===== config.mk =====
export PLATFORM = sky130hd
export DESIGN_NAME = axi4lite_top
export DESIGN_NICKNAME = d
export VERILOG_FILES = /design/src/rtl/axi4lite_pkg.sv /design/src/rtl/axi4lite_regfile_slave.sv /design/src/rtl/axi4lite_top.sv
export SDC_FILE = /design/constraint.sdc
export NUM_CORES = 1
export LEC_CHECK = 0
export ABC_AREA = 1
export ABC_CLOCK_PERIOD_IN_PS = 1450
export CAP_MARGIN = 10
export CELL_PAD_IN_SITES_DETAIL_PLACEMENT = 2
export CELL_PAD_IN_SITES_GLOBAL_PLACEMENT = 2
export CORE_MARGIN = 5
export CORE_UTILIZATION = 36
export DETAILED_ROUTE_END_ITERATION = 10
export DONT_BUFFER_PORTS = 1
export PLACE_DENSITY_LB_ADDON = 0.15
export SYNTH_ARGS = -nofsm -noshare
export SYNTH_HDL_FRONTEND = slang
export SYNTH_SLANG_ARGS = --single-unit

===== constraint.sdc =====
create_clock -name clk -period 1.45 [get_ports clk]
set_input_delay 0.2175 -clock clk [delete_from_list [all_inputs] [get_ports clk]]
set_output_delay 0.2175 -clock clk [all_outputs]
set_load 0.005 [all_outputs]

===== src/rtl/axi4lite_pkg.sv =====
// axi4lite_pkg: shared widths, FSM state encoding and response codes for the
// AXI4-Lite demonstrator tile (axi4lite_top and axi4lite_regfile_slave).
package axi4lite_pkg;

  localparam int ADDR_W = 2;
  localparam int DATA_W = 8;
  localparam int NREGS  = 1 << ADDR_W;

  localparam logic [1:0] RESP_OKAY = 2'b00;

  typedef enum logic [2:0] {
    S_IDLE  = 3'd0,
    S_WADDR = 3'd1,
    S_WRESP = 3'd2,
    S_RADDR = 3'd3,
    S_RDATA = 3'd4,
    S_DONE  = 3'd5
  } state_t;

endpackage


===== src/rtl/axi4lite_regfile_slave.sv =====
// axi4lite_regfile_slave: always-ready AXI4-Lite slave holding NREGS x DATA_W
// registers. Single outstanding transaction per channel; responses are OKAY.
module axi4lite_regfile_slave
  import axi4lite_pkg::*;
(
  input  logic              clk,
  input  logic              rst,
  // write address / data / response
  input  logic [ADDR_W-1:0] i_awaddr,
  input  logic              i_awvalid,
  output logic              o_awready,
  input  logic [DATA_W-1:0] i_wdata,
  input  logic              i_wvalid,
  output logic              o_wready,
  output logic [1:0]        o_bresp,
  output logic              o_bvalid,
  input  logic              i_bready,
  // read address / data
  input  logic [ADDR_W-1:0] i_araddr,
  input  logic              i_arvalid,
  output logic              o_arready,
  output logic [DATA_W-1:0] o_rdata,
  output logic [1:0]        o_rresp,
  output logic              o_rvalid,
  input  logic              i_rready
);

  logic [DATA_W-1:0] r_regs [0:NREGS-1];
  logic              r_bvalid;
  logic              r_rvalid;
  logic [DATA_W-1:0] r_rdata;

  wire w_wr_hs = i_awvalid && i_wvalid;   // both READYs are tied high
  wire w_rd_hs = i_arvalid;

  assign o_awready = 1'b1;
  assign o_wready  = 1'b1;
  assign o_arready = 1'b1;
  assign o_bresp   = RESP_OKAY;
  assign o_rresp   = RESP_OKAY;
  assign o_bvalid  = r_bvalid;
  assign o_rvalid  = r_rvalid;
  assign o_rdata   = r_rdata;

  // Register file update and B/R valid flags; a new handshake takes priority
  // over retiring the previous response.
  always_ff @(posedge clk) begin
    if (rst) begin
      for (int i = 0; i < NREGS; i++) r_regs[i] <= '0;
      r_bvalid <= 1'b0;
      r_rvalid <= 1'b0;
    end else begin
      if (r_bvalid && i_bready) r_bvalid <= 1'b0;
      if (w_wr_hs) begin
        r_regs[i_awaddr] <= i_wdata;
        r_bvalid         <= 1'b1;
      end
      if (r_rvalid && i_rready) r_rvalid <= 1'b0;
      if (w_rd_hs) r_rvalid <= 1'b1;
    end
  end

  // Read data capture; pure datapath, qualified downstream by RVALID.
  always_ff @(posedge clk) begin
    if (w_rd_hs) r_rdata <= r_regs[i_araddr];
  end

endmodule


===== src/rtl/axi4lite_top.sv =====
// axi4lite_top: tile top level. A master FSM turns pin-level start strobes into
// single-beat AXI4-Lite writes/reads against axi4lite_regfile_slave.
// Optional macro AXI4LITE_STATUS_EN exposes busy/state/last response on uo_out[7:1].
module axi4lite_top
  import axi4lite_pkg::*;
(
  input  logic       clk,
  input  logic       rst,
  input  logic       ena,
  input  logic [7:0] ui_in,
  input  logic [7:0] uio_in,
  output logic [7:0] uio_out,
  output logic [7:0] uio_oe,
  output logic [7:0] uo_out
);

  state_t            r_state;
  logic [ADDR_W-1:0] r_addr;
  logic [DATA_W-1:0] r_wdata;
  logic [DATA_W-1:0] r_uio_out;
  logic [7:0]        r_uio_oe;
  logic              r_done;
`ifdef AXI4LITE_STATUS_EN
  logic [1:0]        r_last_resp;
`endif

  logic              w_awready;
  logic              w_wready;
  logic [1:0]        w_bresp;
  logic              w_bvalid;
  logic              w_arready;
  logic [DATA_W-1:0] w_rdata;
  logic [1:0]        w_rresp;
  logic              w_rvalid;

  wire w_start_wr = ui_in[0];
  wire w_start_rd = ui_in[4];

  // Channel VALID/READY driven by the master are decoded from the state register.
  wire w_awvalid = (r_state == S_WADDR);
  wire w_wvalid  = (r_state == S_WADDR);
  wire w_bready  = (r_state == S_WRESP);
  wire w_arvalid = (r_state == S_RADDR);
  wire w_rready  = (r_state == S_RDATA);

  axi4lite_regfile_slave u_slave (
    .clk       (clk),
    .rst       (rst),
    .i_awaddr  (r_addr),
    .i_awvalid (w_awvalid),
    .o_awready (w_awready),
    .i_wdata   (r_wdata),
    .i_wvalid  (w_wvalid),
    .o_wready  (w_wready),
    .o_bresp   (w_bresp),
    .o_bvalid  (w_bvalid),
    .i_bready  (w_bready),
    .i_araddr  (r_addr),
    .i_arvalid (w_arvalid),
    .o_arready (w_arready),
    .o_rdata   (w_rdata),
    .o_rresp   (w_rresp),
    .o_rvalid  (w_rvalid),
    .i_rready  (w_rready)
  );

  // Master FSM: latch request in IDLE, walk the AXI channels, pulse done once.
  always_ff @(posedge clk) begin
    if (rst) begin
      r_state     <= S_IDLE;
      r_uio_out   <= '0;
      r_uio_oe    <= 8'h00;
      r_done      <= 1'b0;
`ifdef AXI4LITE_STATUS_EN
      r_last_resp <= RESP_OKAY;
`endif
    end else begin
      unique case (r_state)
        S_IDLE: begin
          r_done <= 1'b0;
          if (w_start_wr) begin
            r_addr   <= ui_in[2:1];
            r_wdata  <= uio_in;
            r_uio_oe <= 8'h00;
            r_state  <= S_WADDR;
          end else if (w_start_rd) begin
            r_addr  <= ui_in[3:2];
            r_state <= S_RADDR;
          end
        end
        S_WADDR: begin
          if (w_awready && w_wready) r_state <= S_WRESP;
        end
        S_WRESP: begin
          if (w_bvalid) begin
`ifdef AXI4LITE_STATUS_EN
            r_last_resp <= w_bresp;
`endif
            r_done  <= 1'b1;
            r_state <= S_DONE;
          end
        end
        S_RADDR: begin
          if (w_arready) r_state <= S_RDATA;
        end
        S_RDATA: begin
          if (w_rvalid) begin
            r_uio_out <= w_rdata;
            r_uio_oe  <= 8'hFF;
`ifdef AXI4LITE_STATUS_EN
            r_last_resp <= w_rresp;
`endif
            r_done    <= 1'b1;
            r_state   <= S_DONE;
          end
        end
        S_DONE: begin
          r_done  <= 1'b0;
          r_state <= S_IDLE;
        end
        default: begin
          r_done  <= 1'b0;
          r_state <= S_IDLE;
        end
      endcase
    end
  end

  assign uio_out = r_uio_out;
  assign uio_oe  = r_uio_oe;

`ifdef AXI4LITE_STATUS_EN
  assign uo_out = {1'b0, r_last_resp, 3'(r_state), (r_state != S_IDLE), r_done};
  wire w_unused = &{1'b0, ena, ui_in[7:5]};
`else
  assign uo_out = {7'b0, r_done};
  wire w_unused = &{1'b0, ena, ui_in[7:5], w_bresp, w_rresp};
`endif

endmodule


=== Word-level counts from Yosys, hierarchy flattened ===
Memories as Yosys holds them, arrays and structs flattened. A register that Yosys moved wholly into a read port is not among the register bits.
Cells that the tools add are included.

* Output and inout bits: 24
* Bits in writable memories: 32
* Register bits after elaboration: 32
* Word-level logic and storage cells: 59
* Input bits: 19
* Memories: 1

{| class="wikitable"
|+ Memories
! name !! words !! bits a word !! rd ports !! clocked after memory_dff !! wr ports !! RTL line !! text
|-
| u_slave.r_regs || 4 || 8 || 1 || 1 || 4 || axi4lite_regfile_slave.sv:28 || <nowiki>logic [DATA_W-1:0] r_regs [0:NREGS-1];</nowiki>
|}

* Bitwise operators: 2
* Reduce and logical (&&, ||, !) cells: 15
* Eq/ne operators: 8
* Muxes and demuxes: 25

{| class="wikitable"
|+ Operator list
! operator !! count
|-
| $mux 8 || 3
|-
| $pmux 8 s2 || 1
|-
| $pmux 3 s5 || 1
|-
| $reduce_and 3->1 || 5
|-
| $mux 1 || 12
|-
| $mux 3 || 4
|-
| $reduce_bool 2->1 || 4
|-
| $reduce_or 8->1 || 1
|-
| $eq 3x2->1 const B || 2
|-
| $mux 2 || 3
|-
| $ne 2x2->1 const B || 3
|-
| $eq 3x1->1 const B || 1
|-
| $eq 3x3->1 const B || 1
|-
| $logic_not 3->1 || 1
|-
| $ne 3x3->1 const B || 1
|-
| $pmux 1 s3 || 1
|-
| $logic_and 1x1->1 || 2
|-
| $not 1->1 || 2
|-
| $reduce_and 2->1 || 1
|-
| $reduce_or 2->1 || 1
|}

=== Longest topological paths before layout ===
Gate-level depths: netlist of the first run.

* Word-level depth: 6
* Depth in mapped cells: 7
* Mapped depth without buffers: 6

=== By module ===
Synthesis of the first run repeated with hierarchy kept, for this count alone.

* Cells, all modules: 299
* Area total of the unflattened synthesis: 2962.8 um^2

{| class="wikitable"
|+ Modules (own cells, without submodules)
! module !! area each (um^2) !! times used !! cells each
|-
| axi4lite_regfile_slave || 1876.8 || 1 || 173
|-
| axi4lite_top || 1086.0 || 1 || 126
|}

=== Worst setup path after synthesis of the first run ===
No wires, ideal clock.

* Kind: register to register
* From: reg r_state[1]
* To: mem u_slave.r_regs[2][0], enable pin
* Cell stages (with the launch flop): 6
* Library setup time: 329 ps
* Period minus slack after synthesis: 1393 ps
* Data arrival time: 1065 ps
* Path slack: 57 ps
* Buffers on the path: 0
* Cells stage by stage: dfxtp_1 nor2_4 nand3_2 nor2_2 nand2_2 nand2_1

{| class="wikitable"
|+ RTL lines
! element !! RTL line !! text
|-
| start, declared || axi4lite_top.sv:17 || <nowiki>state_t r_state;</nowiki>
|-
| start signal, assigned || axi4lite_top.sv:70 || <nowiki>r_state <= S_IDLE;</nowiki>
|-
| start signal, assigned || axi4lite_top.sv:85 || <nowiki>r_state <= S_WADDR;</nowiki>
|-
| start signal, assigned || axi4lite_top.sv:88 || <nowiki>r_state <= S_RADDR;</nowiki>
|-
| end, declared || axi4lite_regfile_slave.sv:28 ||
|}

==> results of run 1 <==
sequential cells by signal, indices dropped and copies added (netlist names):
register and count:
uio_out 8, r_state 3, r_addr 2, u_slave.o_rvalid 1, u_slave.o_rdata 8, uio_oe 1
r_wdata 8, u_slave.o_bvalid 1, r_done 1, u_slave.r_regs 32
timing repair:
item | in CTS | in global routing
endpoints found under the setup margin | 0 | 20
hold endpoints to repair | 18 | 0
setup buffers | 0 | 1
gates resized for setup | 0 | 1
hold buffers | 9 | 0
synth_stat cells, types with 2 or more instances:
master,n
a21oi_1,11
buf_1,2
buf_2,4
buf_4,15
dfxtp_1,15
edfxtp_1,50
inv_1,19
inv_2,2
nand2_1,24
nand2_2,4
nand3_1,16
nand3_2,2
nor2_1,59
nor2_4,2
o21ai_0,18
o22ai_1,8
layout make-up:
cell class | instances | area [µm²] | share of cell area (%)
multi-input cells | 157 | 736 | 22.5
repair buffers | 32 | 313 | 9.56
well taps | 99 | 124 | 3.79
clock buffers | 9 | 124 | 3.79
inverters | 21 | 78.8 | 2.41
flip-flops and latches | 65 | 1800 | 55.1
clock inverters | 7 | 95.1 | 2.91
worst max-delay path by stage:
stage / endpoint / slack, ns
after global routing: u_slave.r_regs[2][1] / -0.04
after global placement: u_slave.r_regs[2][5] / 0.11
after floorplan: u_slave.r_regs[2][0] / 0.06
final: u_slave.r_regs[2][7] / 0.02
after CTS: u_slave.r_regs[2][7] / 0.03
after detailed placement: u_slave.o_rdata[7] / 0.07
layer usage:
| layer | up-vias | global-route usage [%] | wire (µm) |
|---|---|---|---|
| li1 | 906 | - | - |
| met1 | 901 | 16.2 | 2780 |
| met2 | 38 | 23.8 | 3150 |
| met3 | 8 | 4.31 | 254 |
| met4 | 0 | 5.43 | 78 |
| met5 | - | 0 | 0 |
power by group:
part           internal [mW]  switching, mW  total [mW]  leakage (nW)
clock network          0.966          0.711        1.68         0.109
logic                  0.441          0.745        1.19         0.571
registers               2.28          0.119        2.40         0.618
total                   3.69           1.58        5.26          1.30
metrics by stage:
step                std cells  power [mW]  area, µm²  utilization, %
global placement          364        3.54       2950            40.2
global route              390        5.55       3270            44.6
CTS                       389        5.33       3260            44.5
detailed placement        364        3.59       2950            40.2
floorplan                 266        3.19       2770               -
finish                    390        5.26       3270            44.6
logic make-up after synthesis:
logic type	after synthesis
compound gates	38
buf+inv	44
flops	65
other cells	1
simple gates	112
==> qor.txt, run 1 <==
status: finished, final reports clean
WP buf/inv: 2
Slew Viols, Final: 0
Pre-antenna DRT Iters: 3
number of buffers created by CTS: 9
CTS HTree Levels: 3
Seq/Total Area, Yosys: 65.7%
CP Cell Sequence: buf_4 > nor2_4 > nand2_2 > nand2_1 > buf_12
worst setup margin: 0.0224 ns
Ys Warns: 0
clock latency on the worst-skew pair: 0.34 ns
#FFs+latches synth: 65
IO Pins: 43
Final TNS setup: 0 ns
input/output buffers: 0
Clock Skew: 0.00859 ns
Hold EP: r_addr[1]
ratio of cells with drive above 1 in the final layout: 17.9%
Final setup viols: 0
CTS max path bufs: 2
CP Launch Type: flip-flop
Avg WL per Cell: 16.0 µm
worst reg2reg path startpoint: r_addr[0]
WP depth: 5
Area contributors post-synth: edfxtp_1, dfxtp_1, nor2_1
Min-Delay Path Depth: 1
crit-path max cell delay: 0.48 ns
Total Routing Usage GR: 13.9%
Root Buffer: clkbuf_8
largest delay contributor family on the critical path: flip-flops
Synth top area share: 54.7%
HP Start: ui_in[0]
most frequent cells in the layout: nor2_1, edfxtp_1, nand2_1
Sink Count: 65
vias in the first global route: 2041
total gr overflow: 0
Slowest cell on crit path: edfxtp_1
Power Density: 1610 mW/mm²
first-pass GRT wire length: 10.2 mm
Hold/Removal Path Class: input pin to flip-flop
initial antenna violation count: 0
Fill cells: 748
Netlist Area Pre-Place: 0.00274 mm²
diode count: 0
area leader, netlist: edfxtp_1
die height: 97.3 µm
crit path DAT: 1.49 ns
Worst VDD drop: 0.657 mV
crit path from: r_addr[0]
Synth Area in XOR/XNOR: 0%
minimum clock period: 1.43 ns
Post-Synth Adder-Cell Area: 0%
Vias/cell: 4.75
largest family of logic cells by synthesized area: simple AND/OR/NAND/NOR gates
initial DRC count: 86
ys async rst share: 0%
P&R area growth vs syn: 19.2%
synth unique cells: 25
Die X: 97.3 µm
Leakage: 1.30 nW
routed wire length: 6.26 mm
post-detail-place hpwl: 4.48 mm
Die Footprint: 0.00947 mm²
clk slew on worst S/H paths: 0.07 ns
Avg Inst Size Synth: 10.6 µm²
worst reg2reg setup slack: 0.02 ns
worst reg2reg path endpoint: u_slave.r_regs[2][7]
mux contribution to synthesized area: 0%
Rows: 31
post-route ant nets: 0
max cap viols: 0
Data required, critical path: 1.51 ns
Post-synth EDFFs: 50
core box area: 0.00733 mm²
Via Count: 1853
Highest Clock Rate: 700 MHz
simple logic cell fraction of the synthesized area: 18.3%
GPL Wtd Cong: 0.738
hold slack: 0.0848 ns
Post-synth top flop: edfxtp_1
R2R cell count: 5
Post-Syn Instances: 260
post-placement setup slack: 0.0676 ns
TritonCTS clock tree: built
commonest non-fill, non-tap cell in the layout: nor2_1
Hold Fails Final Rpt: 0
kind of critical path: flip-flop to flip-flop
Worst Setup End Kind: flip-flop
Tcrit/Tclk final: 98.5%
pin count of the biggest net entering global routing: 17
Net count, final: 305
Synth Area in Compound Gates: 7.39%
initial core utilization: 37.4%
worst-path fanout max: 8
DRC violations left: 0
No activity file was read; power rests on OpenSTA's default activity.
==> run 2: changes to the inputs <==
--- a/config.mk
+++ b/config.mk
@@ -14,6 +14,7 @@
 export CORE_UTILIZATION = 36
 export DETAILED_ROUTE_END_ITERATION = 10
 export DONT_BUFFER_PORTS = 1
+export GPL_ROUTABILITY_DRIVEN = 0
 export PLACE_DENSITY_LB_ADDON = 0.15
 export SYNTH_ARGS = -nofsm -noshare
 export SYNTH_HDL_FRONTEND = slang
==> results of run 2 <==
Final layout, timing and power as in run 1 (identical DEF).
